--- src/rtl/i2c_roic_target_if.sv ---
// rtl/i2c_roic_target_if.sv - I2C pin bundle between a bus master and the ROIC target
`timescale 1ns/1ps
interface i2c_roic_target_if;
  logic scl_in;
  logic sda_in;
  logic sda_oe;

  modport master (output scl_in, output sda_in, input sda_oe);
  modport slave  (input scl_in, input sda_in, output sda_oe);
endinterface

--- src/rtl/i2c_roic_target.sv ---
// rtl/i2c_roic_target.sv - I2C target with 16x8 register file and gate GPIO export
// Optional SCL/SDA 3-sample majority filter: I2C_ROIC_TARGET_GLITCH_FILTER_EN
`timescale 1ns/1ps
module i2c_roic_target #(
  parameter logic [6:0] SLAVE_ADDR7 = 7'h74,
  parameter logic [7:0] REG_RST_VAL = 8'h00
) (
  input  logic                    s_clk_25mhz,
  input  logic                    rst_n,
  i2c_roic_target_if.slave        i2c,
  output logic                    reg_wr_stb,
  output logic [3:0]              reg_wr_addr,
  output logic [7:0]              reg_wr_data,
  output logic [15:0]             gate_gpio_data,
  output logic                    busy
);
  typedef enum logic [2:0] {ST_IDLE, ST_ADDR, ST_PTR, ST_WDATA, ST_RDATA, ST_RACK, ST_IGNORE} state_e;
  typedef enum logic [1:0] {PH_RECV, PH_ACK_WAIT, PH_ACK_DRV} phase_e;

  logic [1:0] scl_sync_q, scl_sync_d, sda_sync_q, sda_sync_d;
  logic       scl_p_q, scl_p_d, sda_p_q, sda_p_d;
  logic       scl_c, sda_c;
  state_e     state_q, state_d;
  phase_e     ph_q, ph_d;
  logic [3:0] bit_cnt_q, bit_cnt_d, ptr_q, ptr_d, wr_addr_q, wr_addr_d;
  logic [7:0] shreg_q, shreg_d, txbyte_q, txbyte_d, wr_data_q, wr_data_d;
  logic       rw_q, rw_d, sda_oe_q, sda_oe_d, busy_q, busy_d, stb_q, stb_d;
  logic [15:0] gate_q, gate_d;
  logic [7:0] regs_q [16];
  logic [7:0] regs_d [16];

  logic       scl_rise, scl_fall, start_det, stop_det;
  logic [7:0] rx_byte;
  logic [3:0] ptr_inc;
  logic [2:0] tx_idx;

`ifdef I2C_ROIC_TARGET_GLITCH_FILTER_EN
  logic [2:0] scl_hist_q, scl_hist_d, sda_hist_q, sda_hist_d;
  logic       scl_filt_q, scl_filt_d, sda_filt_q, sda_filt_d;

  function automatic logic maj3(input logic [2:0] v);
    return (v[0] & v[1]) | (v[0] & v[2]) | (v[1] & v[2]);
  endfunction

  always_comb begin
    scl_hist_d = {scl_hist_q[1:0], scl_sync_q[1]};
    sda_hist_d = {sda_hist_q[1:0], sda_sync_q[1]};
    scl_filt_d = maj3(scl_hist_q);
    sda_filt_d = maj3(sda_hist_q);
  end

  always_ff @(posedge s_clk_25mhz or negedge rst_n) begin
    if (!rst_n) begin
      scl_hist_q <= 3'b111;
      sda_hist_q <= 3'b111;
      scl_filt_q <= 1'b1;
      sda_filt_q <= 1'b1;
    end else begin
      scl_hist_q <= scl_hist_d;
      sda_hist_q <= sda_hist_d;
      scl_filt_q <= scl_filt_d;
      sda_filt_q <= sda_filt_d;
    end
  end

  assign scl_c = scl_filt_q;
  assign sda_c = sda_filt_q;
`else
  assign scl_c = scl_sync_q[1];
  assign sda_c = sda_sync_q[1];
`endif

  assign scl_rise  = scl_c & ~scl_p_q;
  assign scl_fall  = ~scl_c & scl_p_q;
  assign start_det = scl_c & scl_p_q & sda_p_q & ~sda_c;
  assign stop_det  = scl_c & scl_p_q & ~sda_p_q & sda_c;
  assign rx_byte   = {shreg_q[6:0], sda_c};
  assign ptr_inc   = ptr_q + 4'd1;
  assign tx_idx    = 3'd7 - bit_cnt_q[2:0];

  always_comb begin
    scl_sync_d = {scl_sync_q[0], i2c.scl_in};
    sda_sync_d = {sda_sync_q[0], i2c.sda_in};
    scl_p_d    = scl_c;
    sda_p_d    = sda_c;
    state_d    = state_q;
    ph_d       = ph_q;
    bit_cnt_d  = bit_cnt_q;
    shreg_d    = shreg_q;
    txbyte_d   = txbyte_q;
    ptr_d      = ptr_q;
    rw_d       = rw_q;
    sda_oe_d   = sda_oe_q;
    busy_d     = busy_q;
    stb_d      = 1'b0;
    wr_addr_d  = wr_addr_q;
    wr_data_d  = wr_data_q;
    regs_d     = regs_q;
    gate_d     = {regs_q[3], regs_q[2]};

    if (start_det) begin
      state_d   = ST_ADDR;
      ph_d      = PH_RECV;
      bit_cnt_d = 4'd0;
      sda_oe_d  = 1'b0;
      busy_d    = 1'b1;
    end else if (stop_det) begin
      state_d   = ST_IDLE;
      ph_d      = PH_RECV;
      bit_cnt_d = 4'd0;
      sda_oe_d  = 1'b0;
      busy_d    = 1'b0;
    end else begin
      case (state_q)
        ST_ADDR, ST_PTR, ST_WDATA: begin
          if (ph_q == PH_RECV && scl_rise) begin
            shreg_d   = rx_byte;
            bit_cnt_d = bit_cnt_q + 4'd1;
            if (bit_cnt_q == 4'd7) begin
              bit_cnt_d = 4'd0;
              ph_d      = PH_ACK_WAIT;
              case (state_q)
                ST_ADDR: begin
                  if (rx_byte[7:1] == SLAVE_ADDR7) begin
                    rw_d = rx_byte[0];
                  end else begin
                    state_d = ST_IGNORE;
                    ph_d    = PH_RECV;
                  end
                end
                ST_PTR: ptr_d = rx_byte[3:0];
                default: begin
                  regs_d[ptr_q] = rx_byte;
                  stb_d         = 1'b1;
                  wr_addr_d     = ptr_q;
                  wr_data_d     = rx_byte;
                  ptr_d         = ptr_inc;
                end
              endcase
            end
          end else if (ph_q == PH_ACK_WAIT && scl_fall) begin
            sda_oe_d = 1'b1;
            ph_d     = PH_ACK_DRV;
          end else if (ph_q == PH_ACK_DRV && scl_fall) begin
            sda_oe_d = 1'b0;
            ph_d     = PH_RECV;
            // The fall ending the read-address ACK also launches the first data bit.
            if (state_q == ST_ADDR && rw_q) begin
              state_d   = ST_RDATA;
              txbyte_d  = regs_q[ptr_q];
              sda_oe_d  = ~regs_q[ptr_q][7];
              bit_cnt_d = 4'd1;
            end else if (state_q == ST_ADDR) begin
              state_d = ST_PTR;
            end else if (state_q == ST_PTR) begin
              state_d = ST_WDATA;
            end
          end
        end
        ST_RDATA: begin
          if (scl_fall) begin
            if (bit_cnt_q[3]) begin
              sda_oe_d  = 1'b0;
              bit_cnt_d = 4'd0;
              state_d   = ST_RACK;
            end else begin
              sda_oe_d  = ~txbyte_q[tx_idx];
              bit_cnt_d = bit_cnt_q + 4'd1;
            end
          end
        end
        ST_RACK: begin
          if (scl_rise) begin
            if (!sda_c) begin
              ptr_d     = ptr_inc;
              txbyte_d  = regs_q[ptr_inc];
              bit_cnt_d = 4'd0;
              state_d   = ST_RDATA;
            end else begin
              state_d = ST_IGNORE;
            end
          end
        end
        ST_IGNORE: sda_oe_d = 1'b0;
        default: ;
      endcase
    end
  end

  always_ff @(posedge s_clk_25mhz or negedge rst_n) begin
    if (!rst_n) begin
      scl_sync_q <= 2'b11;
      sda_sync_q <= 2'b11;
      scl_p_q    <= 1'b1;
      sda_p_q    <= 1'b1;
      state_q    <= ST_IDLE;
      ph_q       <= PH_RECV;
      bit_cnt_q  <= 4'd0;
      shreg_q    <= 8'h00;
      txbyte_q   <= 8'h00;
      ptr_q      <= 4'd0;
      rw_q       <= 1'b0;
      sda_oe_q   <= 1'b0;
      busy_q     <= 1'b0;
      stb_q      <= 1'b0;
      wr_addr_q  <= 4'd0;
      wr_data_q  <= 8'h00;
      gate_q     <= 16'h0000;
      for (int i = 0; i < 16; i++) regs_q[i] <= REG_RST_VAL;
    end else begin
      scl_sync_q <= scl_sync_d;
      sda_sync_q <= sda_sync_d;
      scl_p_q    <= scl_p_d;
      sda_p_q    <= sda_p_d;
      state_q    <= state_d;
      ph_q       <= ph_d;
      bit_cnt_q  <= bit_cnt_d;
      shreg_q    <= shreg_d;
      txbyte_q   <= txbyte_d;
      ptr_q      <= ptr_d;
      rw_q       <= rw_d;
      sda_oe_q   <= sda_oe_d;
      busy_q     <= busy_d;
      stb_q      <= stb_d;
      wr_addr_q  <= wr_addr_d;
      wr_data_q  <= wr_data_d;
      gate_q     <= gate_d;
      for (int i = 0; i < 16; i++) regs_q[i] <= regs_d[i];
    end
  end

  assign i2c.sda_oe     = sda_oe_q;
  assign reg_wr_stb     = stb_q;
  assign reg_wr_addr    = wr_addr_q;
  assign reg_wr_data    = wr_data_q;
  assign gate_gpio_data = gate_q;
  assign busy           = busy_q;
endmodule

--- src/flat_wrapper.sv ---
// flat-port wrapper written by rule: the top's interface ports become plain ports
module i2c_roic_target_flat 
#(
  parameter logic [6:0] SLAVE_ADDR7 = 7'h74,
  parameter logic [7:0] REG_RST_VAL = 8'h00
)
  (s_clk_25mhz, rst_n, reg_wr_stb, reg_wr_addr, reg_wr_data, gate_gpio_data, busy, i2c_scl_in, i2c_sda_in, i2c_sda_oe);
  i2c_roic_target_if i2c_i ();
  input  logic s_clk_25mhz;
  input  logic rst_n;
  output logic reg_wr_stb;
  output logic [3:0] reg_wr_addr;
  output logic [7:0] reg_wr_data;
  output logic [15:0] gate_gpio_data;
  output logic busy;
  input wire logic [$bits(i2c_i.scl_in)-1:0] i2c_scl_in;
  input wire logic [$bits(i2c_i.sda_in)-1:0] i2c_sda_in;
  output wire logic [$bits(i2c_i.sda_oe)-1:0] i2c_sda_oe;
  assign i2c_i.scl_in = i2c_scl_in;
  assign i2c_i.sda_in = i2c_sda_in;
  assign i2c_sda_oe = i2c_i.sda_oe;
  i2c_roic_target #(.SLAVE_ADDR7(SLAVE_ADDR7), .REG_RST_VAL(REG_RST_VAL)) u_core (.s_clk_25mhz(s_clk_25mhz), .rst_n(rst_n), .i2c(i2c_i), .reg_wr_stb(reg_wr_stb), .reg_wr_addr(reg_wr_addr), .reg_wr_data(reg_wr_data), .gate_gpio_data(gate_gpio_data), .busy(busy));
endmodule
--- config.mk ---
export PLATFORM = sky130hd
export DESIGN_NAME = i2c_roic_target_flat
export DESIGN_NICKNAME = d
export VERILOG_FILES = /design/src/rtl/i2c_roic_target_if.sv /design/src/rtl/i2c_roic_target.sv /design/src/flat_wrapper.sv
export SDC_FILE = /design/constraint.sdc
export NUM_CORES = 1
export LEC_CHECK = 0
export ABC_CLOCK_PERIOD_IN_PS = 4000
export BUFFER_PORTS_ARGS = -buffer_cell sky130_fd_sc_hd__buf_2
export CORE_MARGIN = 2
export CORE_UTILIZATION = 42
export DETAILED_ROUTE_END_ITERATION = 16
export GPL_TIMING_DRIVEN = 0
export HOLD_SLACK_MARGIN = 0.02
export PLACE_DENSITY = 0.62
export SKIP_LAST_GASP = 1
export SLEW_MARGIN = 10
export SYNTH_ARGS = -nofsm -noshare
export SYNTH_HDL_FRONTEND = slang
export SYNTH_SLANG_ARGS = --single-unit
--- constraint.sdc ---
create_clock -name s_clk_25mhz -period 4 [get_ports s_clk_25mhz]
set_input_delay 0.6 -clock s_clk_25mhz [delete_from_list [all_inputs] [get_ports s_clk_25mhz]]
set_output_delay 0.6 -clock s_clk_25mhz [all_outputs]
set_load 0.03 [all_outputs]
## Yosys cells after proc, flatten, opt, wreduce, memory -nomap -nowiden

Index checks and enable logic that the tools add are counted.

| cells by class | value |
|---|---|
| $lt $le $gt $ge | 4 |
| reduce and logical (&&, ||, !) cells | 23 |
| equality and inequality tests | 33 |
| bitwise logic cells | 18 |
| muxes and demuxes | 78 |
| add/sub/neg operators | 3 |

Operators with widths:

| kind | count |
|---|---|
| $bwmux 128 | 1 |
| $mux 8 | 11 |
| $bmux 8 s4 | 2 |
| $mux 4 | 15 |
| $mux 3 | 14 |
| $demux 8 s4 | 1 |
| $mux 1 | 18 |
| $mux 2 | 9 |
| $pmux 4 s2 | 2 |
| $pmux 8 s2 | 1 |
| $ne 5x1->1 const B | 3 |
| $ne 5x3->1 const B | 3 |
| $reduce_bool 5->1 | 3 |
| $reduce_and 7->1 | 2 |
| $ne 4x1->1 const B | 3 |
| $pmux 4 s3 | 1 |
| $ge 5x5->1 const B | 2 |
| $ne 2x1->1 const B | 5 |
| $not 4->5 | 2 |
| $reduce_and 10->1 | 1 |
| $eq 3x3->1 const B | 3 |
| $not 1->1 | 9 |
| $pmux 3 s3 | 1 |
| $reduce_and 9->1 | 1 |
| 28 further kinds | 46 |

| storage, ports and cells | value |
|---|---|
| bits of input ports | 4 |
| word-level logic and storage cells | 192 |
| register bits | 194 |
| output and inout bits | 31 |

## Longest topological paths before layout

Gate-level depths: netlist of run 1.

| depth | value |
|---|---|
| depth after elaboration | 12 |
| depth in mapped cells | 12 |
| depth with buffers taken out | 7 |

## Least setup slack after synthesis of run 1

No wires, ideal clock.

| timing path | value |
|---|---|
| path type | register -> register |
| start | reg u_core.ptr_q[0] |
| end | reg u_core.txbyte_q[7] |
| required time | 3.870 ns |
| buffers on the path | 5 |
| cell stages (with the launch flop) | 12 |
| path slack | 0.694 ns |
| arrival | 3.175 ns |
| setup time | 0.130 ns |
| clock period less this slack | 3.306 ns |
| path through | dfrtp_1 -> clkbuf_1 -> buf_1 -> clkbuf_1 -> inv_1 -> ha_1 -> clkbuf_1 -> clkbuf_1 -> mux4_2 -> mux2_2 -> o211ai_1 -> a31oi_1 |

| on the way | value |
|---|---|
| longest elaborated chain between the ends | 9 |

RTL lines:

| item | RTL line | source |
|---|---|---|
| start: declaration | i2c_roic_target.sv:25 | `logic [3:0] bit_cnt_q, bit_cnt_d, ptr_q, ptr_d, wr_addr_q, wr_addr_d;` |
| start signal: assignment | i2c_roic_target.sv:220 | `ptr_q <= ptr_d;` |
| parallel branches: the longest is 8 deep, another holds $add 4x1->4 | n/a |  |
| $pmux 8 s2 * | i2c_roic_target.sv:114 | `case (state_q)` |
| end signal: assignment | i2c_roic_target.sv:219 | `txbyte_q <= txbyte_d;` |
| end: declaration | i2c_roic_target.sv:26 | `logic [7:0] shreg_q, shreg_d, txbyte_q, txbyte_d, wr_data_q, wr_data_d;` |

Mark *: on every way between the ends. The select of a mux whose other input is x is not followed.
A chain may end at the register's enable or synchronous reset.

## Final worst setup path of run 1

| timing path | value |
|---|---|
| start | reg u_core.ptr_q[0] |
| end | reg u_core.txbyte_q[1] |

The elaborated chain is that of the path after synthesis.

==> flow_metrics.py, run 1 <==
metrics = {
    "power_and_ir_drop": {
        "internal_power_w": 0.00379,
        "p_comb_frac": 0.374,
        "p_clk_frac": 0.276,
        "swShare": 0.404,
        "ir_worst_vdd_mv": 0.333,
        "p_switching_w": 0.00258,
        "p_leak_nw": 5.13,
        "seq_power_share": 0.349,
        "powerDensity_nw_per_um2": 565,
    },
    "sta": {
        "hold_viol": 0,
        "layout_min_cycle_time_ps": 3710,
        "clock.fmax_mhz": 270,
        "fin_skew_ps": 13.4,
        "tns_ps": 0,
        "finalSetupViolCount": 0,
        "drv_slew": 0,
        "slew_headroom": 0.187,
        "fin_crit_sh": 0.927,
        "rsz0062_at_grt": "no",
        "fin_ws_ps": 292,
        "tightest_slew_ps": 1220,
    },
    "clock_network": {
        "clkLatencyLatePin_ps": 450,
        "postCtsHoldBufs": 0,
        "cts_buffer_depth": 2,
        "clk_pin_slew_ps": 80,
        "cts_made_buffers": 17,
        "cts_tree": "done",
        "htreeDepth": 4,
        "clock-sinks": 194,
        "ctsRootBufferMaster": "clkbuf_16",
    },
    "drt": {
        "dr.pass1.iters": 5,
        "wl_per_cell_um": 23.8,
        "ant_nets": 0,
        "drc": 0,
        "wl_mm": 26.1,
        "drtIter0Drc": 428,
        "via_count": 6469,
        "vias_per_cell": 5.90,
    },
    "setup_path": {
        "criticalPathCategory": "reg2reg",
        "worst_ep_arrival_time_ps": 4020,
        "crit_start": "u_core.ptr_q[0]",
        "critPathCaptureType": "register",
        "crit_path_start_kind": "register",
        "r2r-start": "u_core.ptr_q[0]",
        "cp_data_required_time_ps": 4320,
        "worst-path-max-fanout": 10,
    },
    "floorplan": {
        "initial_core_util": 0.428,
        "num_io_pins": 35,
        "rows": 56,
        "die_h_um": 158,
        "core_um2": 23400,
        "die-area_um2": 25100,
        "die_w_um": 158,
    },
    "synth": {
        "synth_cell_type_count": 56,
        "yosysMostFrequentCell": "dfrtp_1",
        "ys_seq_area_frac": 0.486,
        "synth_fp_nets": 720,
        "syn_area_um2": 10000,
        "ys_ff_latch": 194,
        "synth_top_cells_by_count": "dfrtp_1, mux2_2, mux4_2, clkbuf_1, nand2_1",
        "yosys_warnings": 0,
        "async_flop_share": 1.00,
        "avgSynthCellArea_um2": 14.1,
        "synthTopCellsByArea": "dfrtp_1, mux2_2, mux4_2, mux2i_1, nand3_4",
        "syn_inst": 710,
        "synth_top_cell_by_area": "dfrtp_1",
        "synth_edf_count": 0,
        "netlist.area_leader.share": 0.470,
        "synth_flop_cell": "dfrtp_1",
    },
    "placed_design": {
        "dp_hpwl_mm": 18.9,
        "place_area_um2": 10600,
        "portBuffers": 34,
        "place.gp.congestion": 0.895,
        "dpl_worst_slack_ps": -751,
    },
    "layout": {
        "utilization": 0.482,
        "syn_to_final_growth_pct": 12.6,
        "nets": 774,
        "num_antenna_cells": 0,
        "fill_cells": 2082,
        "post-route-cell-area_um2": 11300,
        "final_layout_size_suffix_gt1_frac": 0.436,
    },
    "worst_hold_path": {
        "min_path_type": "in2async",
    },
    "global_routing": {
        "grt_busiest_layer": "met2",
        "use_met1": 0.295,
        "grt_pass1_vias": 6891,
        "gr-total-overflow": 0,
        "grt_util_met2": 0.372,
        "antenna_found_initial": 0,
        "grt_pass1_wl_mm": 41.1,
        "grt_start_max_net_pins": 118,
        "grt_use_total": 0.224,
        "met3_usage": 0.0381,
    },
    "run_status": {
        "outcome": "completed",
    },
    "flow_run": {
        "maxCapViolCount": 0,
    },
}
[worst paths after layout]
check / end / slack [ps] / cells after the start
setup / recovery: u_core.txbyte_q[1] / 290 / 12
hold / removal: u_core.regs_q[73] / 200 / 2
setup reg to reg: u_core.txbyte_q[1] / 290 / 12
hold reg to reg: u_core.sda_sync_q[1] / 360 / 0
max in group asynchronous: u_core.regs_q[19] / 3000 / 3
min in group s_clk_25mhz: u_core.scl_sync_q[0] / 250 / 1
[per-stage QoR]
stage	total power, W	instances	hold WS, ps
2_1_floorplan	0.00387	710	304
3_3_place_gp	0.00458	1063	350
3_5_place_dp	0.00465	1065	351
4_1_cts	0.00642	1096	222
5_1_grt	0.00671	1096	233
6_report	0.00637	1096	197
[placed cells by master (no fill, tap or decap), drive strengths merged, types with 6 or more instances in the layout]
cell type	synthesis	layout
dfrtp	188	188
mux2	167	167
mux4	66	66
buf	18	55
clkbuf	38	53
nand2	36	36
nor2	28	28
nand3	19	19
mux2i	18	18
o211ai	17	17
inv	7	17
o21ai	14	14
a31oi	12	12
a21oi	10	10
ha	6	6
dfstp	6	6
nor4	6	6
[power groups by stage]
stage                     Combinational [W]  Sequential (W)  Clock, W
after detailed placement            0.00239         0.00226         0
after global placement              0.00232         0.00225         0
after floorplan                     0.00164         0.00223         0
after global routing                0.00257         0.00224   0.00189
final                               0.00238         0.00223   0.00176
after CTS                           0.00239         0.00222   0.00180
[area by class of cell]
type	instances	area [um2]	share of cell area
plain buffers	55	234	0.0208
clock buffers	17	425	0.0377
clock inverters	15	194	0.0172
inverters	7	26.3	0.00233
multi-input cells	453	4900	0.434
flip-flops and latches	194	4860	0.431
well taps	319	399	0.0354
repair buffers	36	235	0.0209
[critical path, cell delays in order, from the launching register on]
cell and delay [ps]:
dfrtp_1 400, clkbuf_1 170, buf_2 360, buf_2 400
inv_1 160, ha_1 310, clkbuf_1 330, buf_2 410
mux4_2 370, mux2i_1 270, nand2_1 120, o211ai_1 150
a31oi_1 110
[flip-flops by register name, summed over array words and instances (netlist names)]
name and count:
u_core.reg_wr_addr 4, u_core.regs_q 112, u_core.txbyte_q 8, u_core.reg_wr_data 8, u_core.bit_cnt_q 4, u_core.state_q 3
u_core.ph_q 2, u_core.gate_d 16, u_core.gate_gpio_data 16, u_core.busy 1, u_core.i2c.sda_oe 1, u_core.shreg_q 7
u_core.reg_wr_stb 1, u_core.scl_sync_q 2, u_core.scl_p_q 1, u_core.ptr_q 4, u_core.sda_p_q 1, u_core.sda_sync_q 2
u_core.rw_q 1
[cell families (layout without fill, tap and decap cells)]
family / count (synthesis) / in the layout / share of synthesized area
buffers and inverters: 63 / 130 / 0.0257
adders and majority gates: 6 / 6 / 0.00750
muxes: 251 / 251 / 0.354
and+or+nand+nor: 123 / 123 / 0.0776
xor gates and xnor gates: 3 / 3 / 0.00262
DFF: 194 / 194 / 0.486
AOI/OAI and AO/OA: 70 / 70 / 0.0466
[timing repair]
item	in CTS	in global routing
resized for setup	6	4
setup buffers	0	0
hold endpoints to repair	0	0
pin swaps	0	0
endpoints found under the setup margin	8	8
cloned	0	0
[metal layers]
metal	up-vias	wire length, um
met5	-	0
met4	0	834
met3	46	1120
met2	193	12800
met1	3435	11400
li1	2795	-
Power figures use the tool's default switching activity.
==> run 2: changes to the inputs <==
--- a/config.mk
+++ b/config.mk
@@ -7,6 +7,7 @@
 export LEC_CHECK = 0
 export ABC_CLOCK_PERIOD_IN_PS = 4000
 export BUFFER_PORTS_ARGS = -buffer_cell sky130_fd_sc_hd__buf_2
+export CORE_ASPECT_RATIO = 0.6
 export CORE_MARGIN = 2
 export CORE_UTILIZATION = 42
 export DETAILED_ROUTE_END_ITERATION = 16
==> flow_metrics.py, run 2 (same netlist as run 1, synthesis figures left out) <==
metrics = {
    "layout": {
        "largest_reg_flops": 112,
        "final_layout_size_suffix_gt1_frac": 0.438,
        "syn_to_final_growth_pct": 12.3,
        "post-route-cell-area_um2": 11200,
        "layout_commonest_cell": "dfrtp_1",
        "layout_common_cells": "dfrtp_1, mux2_2, mux4_2, buf_2, nand2_1",
        "top_register": "u_core.regs_q",
        "nets": 773,
        "num_antenna_cells": 0,
    },
    "sta": {
        "finalSetupViolCount": 0,
        "rsz0062_at_grt": "no",
        "hold_viol": 0,
        "slew_headroom": 0.228,
        "fin_crit_sh": 0.935,
        "clock.fmax_mhz": 267,
        "fin_skew_ps": 12.7,
        "tightest_slew_ps": 1150,
        "layout_min_cycle_time_ps": 3740,
        "drv_slew": 0,
    },
    "drt": {
        "dr.pass1.iters": 5,
        "drc": 0,
        "vias_per_cell": 6.02,
        "drtIter0Drc": 571,
        "wl_mm": 28.5,
        "ant_nets": 0,
        "wl_per_cell_um": 26.1,
        "via_count": 6573,
    },
    "global_routing": {
        "grt_use_total": 0.243,
        "antenna_found_initial": 1,
        "grt_start_max_net_pins": 101,
        "grt_pass1_wl_mm": 43.0,
        "grt_pass1_vias": 6539,
        "gr-total-overflow": 0,
    },
    "power_and_ir_drop": {
        "fin_total_pwr_w": 0.00641,
        "seq_power_share": 0.346,
        "powerDensity_nw_per_um2": 570,
        "p_leak_nw": 5.11,
        "swShare": 0.390,
        "ir_worst_vdd_mv": 0.329,
        "p_comb_frac": 0.378,
        "p_switching_w": 0.00250,
        "internal_power_w": 0.00391,
        "p_clk_frac": 0.277,
    },
    "clock_network": {
        "post-cts-setup-buffers": 0,
        "postCtsHoldBufs": 0,
        "clock-sinks": 194,
        "clkLatencyLatePin_ps": 450,
        "cts_made_buffers": 17,
        "ctsRootBufferMaster": "clkbuf_16",
        "clk_pin_slew_ps": 70,
        "cts_buffer_depth": 2,
        "cts_tree": "done",
        "htreeDepth": 4,
    },
    "setup_path": {
        "critPathMaxStageDelay_ps": 400,
        "reg2reg_slack_ps": 260,
        "worst_ep_arrival_time_ps": 4060,
        "slowest_stage": "dfrtp_1",
        "crit_path_start_kind": "register",
        "path_cells": "clkbuf_1 > buf_2 > clkbuf_4 > inv_1 > ha_1 > clkbuf_1 > buf_2 > mux4_2 > mux2_2 > o211ai_1 > a31oi_1",
        "criticalPathCategory": "reg2reg",
        "ff2ff_path_depth": 11,
        "r2r-start": "u_core.ptr_q[0]",
        "critPathCaptureType": "register",
        "worst-path-max-fanout": 10,
        "worstReg2RegEnd": "u_core.txbyte_q[6]",
        "cp_data_required_time_ps": 4320,
    },
    "worst_hold_path": {
        "min_path_type": "in2async",
    },
    "floorplan": {
        "initial_core_util": 0.431,
        "core_um2": 23200,
        "die-area_um2": 25100,
        "num_io_pins": 35,
        "die_h_um": 124,
        "rows": 43,
        "die_w_um": 203,
    },
    "placed_design": {
        "place.gp.congestion": 0.875,
        "portBuffers": 34,
        "dp_hpwl_mm": 20.8,
        "place_area_um2": 10600,
    },
    "flow_run": {
        "maxCapViolCount": 0,
    },
    "run_status": {
        "outcome": "completed",
    },
}
-- run 2: cell count changes in the layout (fill, tap and decap cells not counted), sizes merged --
cell | previous run | this run
buf | 55 | 53
inv | 17 | 13
clkinvlp | 0 | 2
clkinv | 5 | 2
clkbuf | 53 | 57
bufinv | 0 | 2
-- run 2: stage by stage --
step                setup TNS [ps]  setup WS (ps)  hold WS [ps]   util  cells
floorplan                        0            694           304      -    710
global route                     0           92.6           219  0.484   1091
detailed placement           -5490           -731           348  0.457   1060
global placement           -124620           -666           345  0.455   1059
CTS                              0           40.0           196  0.483   1091
finish                           0            259           135  0.484   1091
-- run 2: how the worst max path moves through the flow --
stage | start | slack [ps] | cells past startpoint | to
floorplan | u_core.ptr_q[0] | 690 | 11 | u_core.txbyte_q[7]
global placement | rst_n | -670 | 1 | u_core.regs_q[37]
detailed placement | u_core.ptr_q[0] | -730 | 12 | u_core.txbyte_q[5]
CTS | u_core.ptr_q[0] | 40 | 12 | u_core.txbyte_q[5]
global route | u_core.ptr_q[0] | 90 | 12 | u_core.txbyte_q[6]
finish | u_core.ptr_q[0] | 260 | 11 | u_core.txbyte_q[6]
-- run 2: final cells by class --
| type | count | area (um2) |
|---|---|---|
| fillers | 2041 | 12000 |
| clock buffers | 20 | 467 |
| multi-input cells | 453 | 4900 |
| well taps | 315 | 394 |
| inverters | 7 | 26.3 |
| clock inverters | 12 | 144 |
| repair buffers | 35 | 208 |
| plain buffers | 55 | 238 |
| flip-flops and latches | 194 | 4860 |
-- run 2: repair_timing --
item | 4_1_cts | 5_1_grt
resized for setup | 6 | 6
pin swaps | 0 | 0
endpoints found under the setup margin | 8 | 8
-- run 2: layer usage --
metal,wire (um),GRT usage,vias up
met3,2500,0.0819,24
met2,11700,0.325,248
met5,0,0,-
met4,329,0.0666,0
li1,-,-,2807
met1,14000,0.372,3494
-- run 2: worst max-delay path, delay by kind of cell (launching register included) --
family	cells	cell delay, ps
DFF	1	400
adders and majority gates	1	310
AOI/OAI and AO/OA	2	330
muxes	2	730
buffers and inverters	6	1840
-- run 2: power by group through the flow --
stage	Clock (W)	Combinational, W	Sequential [W]
after floorplan	0	0.00164	0.00223
after global placement	0	0.00234	0.00224
after detailed placement	0	0.00238	0.00225
after CTS	0.00182	0.00239	0.00221
after global routing	0.00190	0.00259	0.00224
final	0.00178	0.00242	0.00222
==> run 3: changes to the inputs <==
--- a/config.mk
+++ b/config.mk
@@ -6,14 +6,15 @@
 export NUM_CORES = 1
 export LEC_CHECK = 0
 export ABC_CLOCK_PERIOD_IN_PS = 4000
-export BUFFER_PORTS_ARGS = -buffer_cell sky130_fd_sc_hd__buf_2
 export CORE_ASPECT_RATIO = 0.6
 export CORE_MARGIN = 2
 export CORE_UTILIZATION = 42
 export DETAILED_ROUTE_END_ITERATION = 16
+export DONT_BUFFER_PORTS = 1
 export GPL_TIMING_DRIVEN = 0
 export HOLD_SLACK_MARGIN = 0.02
-export PLACE_DENSITY = 0.62
+export PLACE_DENSITY = 0.6
+export RECOVER_POWER = 50
 export SKIP_LAST_GASP = 1
 export SLEW_MARGIN = 10
 export SYNTH_ARGS = -nofsm -noshare
==> flow_metrics.py, run 3 (same netlist as run 1, synthesis figures left out) <==
metrics = {
    "floorplan": {
        "die-area_um2": 25100,
        "die_h_um": 124,
        "initial_core_util": 0.431,
        "core_um2": 23200,
        "rows": 43,
        "die_w_um": 203,
        "num_io_pins": 35,
    },
    "sta": {
        "layout_min_cycle_time_ps": 3740,
        "holdWs_ps": -157,
        "fin_crit_sh": 0.934,
        "tightest_slew_ps": 1220,
        "hold_viol": 188,
        "clock.fmax_mhz": 268,
        "slew_headroom": 0.181,
        "fin_skew_ps": 9.13,
        "rsz0062_at_grt": "no",
        "tns_ps": 0,
        "finalSetupViolCount": 0,
        "drv_slew": 0,
    },
    "placed_design": {
        "portBuffers": 0,
        "place.gp.congestion": 0.944,
        "place_area_um2": 10400,
        "dp_hpwl_mm": 20.0,
    },
    "layout": {
        "largest_reg_flops": 112,
        "final_layout_size_suffix_gt1_frac": 0.409,
        "layout_common_cells": "dfrtp_1, mux2_2, mux4_2, nand2_1, clkbuf_1",
        "num_antenna_cells": 0,
        "fill_cells": 2029,
        "nets": 738,
        "post-route-cell-area_um2": 11000,
        "layout_commonest_cell": "dfrtp_1",
        "syn_to_final_growth_pct": 10.2,
        "top_register": "u_core.regs_q",
    },
    "global_routing": {
        "gr-total-overflow": 0,
        "grt_use_total": 0.233,
        "grt_start_max_net_pins": 195,
        "grt_pass1_wl_mm": 41.8,
        "antenna_found_initial": 1,
        "grt_pass1_vias": 6533,
    },
    "setup_path": {
        "cp.buffers_inverters": 6,
        "critPathMaxStageDelay_ps": 400,
        "worst_ep_arrival_time_ps": 4060,
        "cp_data_required_time_ps": 4330,
        "worst-path-max-fanout": 10,
        "path_cells": "clkbuf_1 > buf_2 > clkbuf_2 > inv_1 > ha_1 > clkbuf_1 > clkbuf_2 > mux4_2 > mux2_2 > o211ai_1 > a31oi_1",
        "critPathCaptureType": "register",
        "ff2ff_path_depth": 11,
        "worstReg2RegEnd": "u_core.txbyte_q[5]",
        "reg2reg_slack_ps": 260,
        "cpLargestDelayFamily": "buffers and inverters",
        "criticalPathCategory": "reg2reg",
        "slowest_stage": "dfrtp_1",
        "r2r-start": "u_core.ptr_q[0]",
        "crit_path_start_kind": "register",
    },
    "clock_network": {
        "clkLatencyLatePin_ps": 450,
        "cts_made_buffers": 17,
        "htreeDepth": 4,
        "cts_buffer_depth": 2,
        "clock-sinks": 194,
        "cts_tree": "done",
        "ctsRootBufferMaster": "clkbuf_16",
        "clk_pin_slew_ps": 80,
    },
    "drt": {
        "dr.pass1.iters": 5,
        "ant_nets": 0,
        "wl_met3_mm": 2.17,
        "wl_mm": 27.4,
        "dr.max_layer_used": "met4",
        "vias_per_cell": 6.10,
        "wl_met1_mm": 13.5,
        "wl_met2_mm": 11.2,
        "wl_per_cell_um": 25.9,
        "drtIter0Drc": 631,
        "drc": 0,
        "via_count": 6439,
    },
    "run_status": {
        "outcome": "finished with violations",
        "violations": "negative hold slack",
    },
    "power_and_ir_drop": {
        "powerDensity_nw_per_um2": 575,
        "p_leak_nw": 4.91,
        "ir_worst_vdd_mv": 0.291,
    },
    "worst_hold_path": {
        "min_path_type": "in2async",
    },
    "flow_run": {
        "maxCapViolCount": 0,
    },
}
-- run 3: cell types whose count changed in the layout (fill, tap and decap cells not counted), moves of 2 or more --
cell      change
buf_2        -35
clkbuf_8      -3
inv_6         -2
inv_8         +5
-- run 3: what timing repair did --
action                                  CTS  global route
gates resized for setup                   6             4
buffers inserted                          0             0
pin swaps                                 0             0
endpoints found under the setup margin    8             8
endpoints found under the hold margin   194           188
-- run 3: cell type report --
class                      count  area (um2)  share of cell area
clock inverter                15         190              0.0172
sequential                   194        4860               0.441
tap                          315         394              0.0357
buffer                        55         236              0.0214
clock buffer                  17         425              0.0386
inverter                       7        26.3             0.00238
multi-input combinational    453        4900               0.444
-- run 3: how the worst max path moves through the flow --
stage / cells after the start / to / startpoint / slack, ps
floorplan: 11 / u_core.txbyte_q[7] / u_core.ptr_q[0] / 690
global placement: 12 / u_core.txbyte_q[6] / u_core.ptr_q[0] / -590
detailed placement: 12 / u_core.txbyte_q[6] / u_core.ptr_q[0] / -750
CTS: 12 / u_core.txbyte_q[6] / u_core.ptr_q[0] / 80
global route: 11 / u_core.txbyte_q[4] / u_core.ptr_q[0] / 60
finish: 11 / u_core.txbyte_q[5] / u_core.ptr_q[0] / 260
-- run 3: routing by layer --
layer	vias to the layer above	global-route usage
met5	-	0
li1	2732	-
met3	30	0.0654
met1	3450	0.359
met4	0	0.0703
met2	227	0.317
-- run 3: power breakdown --
group          switching, W  leakage [nW]  internal (W)
Clock              0.000861         0.299      0.000957
Sequential         0.000126          2.64       0.00210
Combinational       0.00149          1.97      0.000813
Total               0.00247          4.91       0.00387
-- run 3: stage by stage --
stage	utilization	setup slack [ps]	total power (W)	std cells
6_report	0.475	263	0.00635	1056
5_1_grt	0.475	57.8	0.00666	1056
4_1_cts	0.475	84.8	0.00636	1056
3_5_place_dp	0.448	-747	0.00454	1025
3_3_place_gp	0.448	-586	0.00450	1025
2_1_floorplan	-	694	0.00387	710
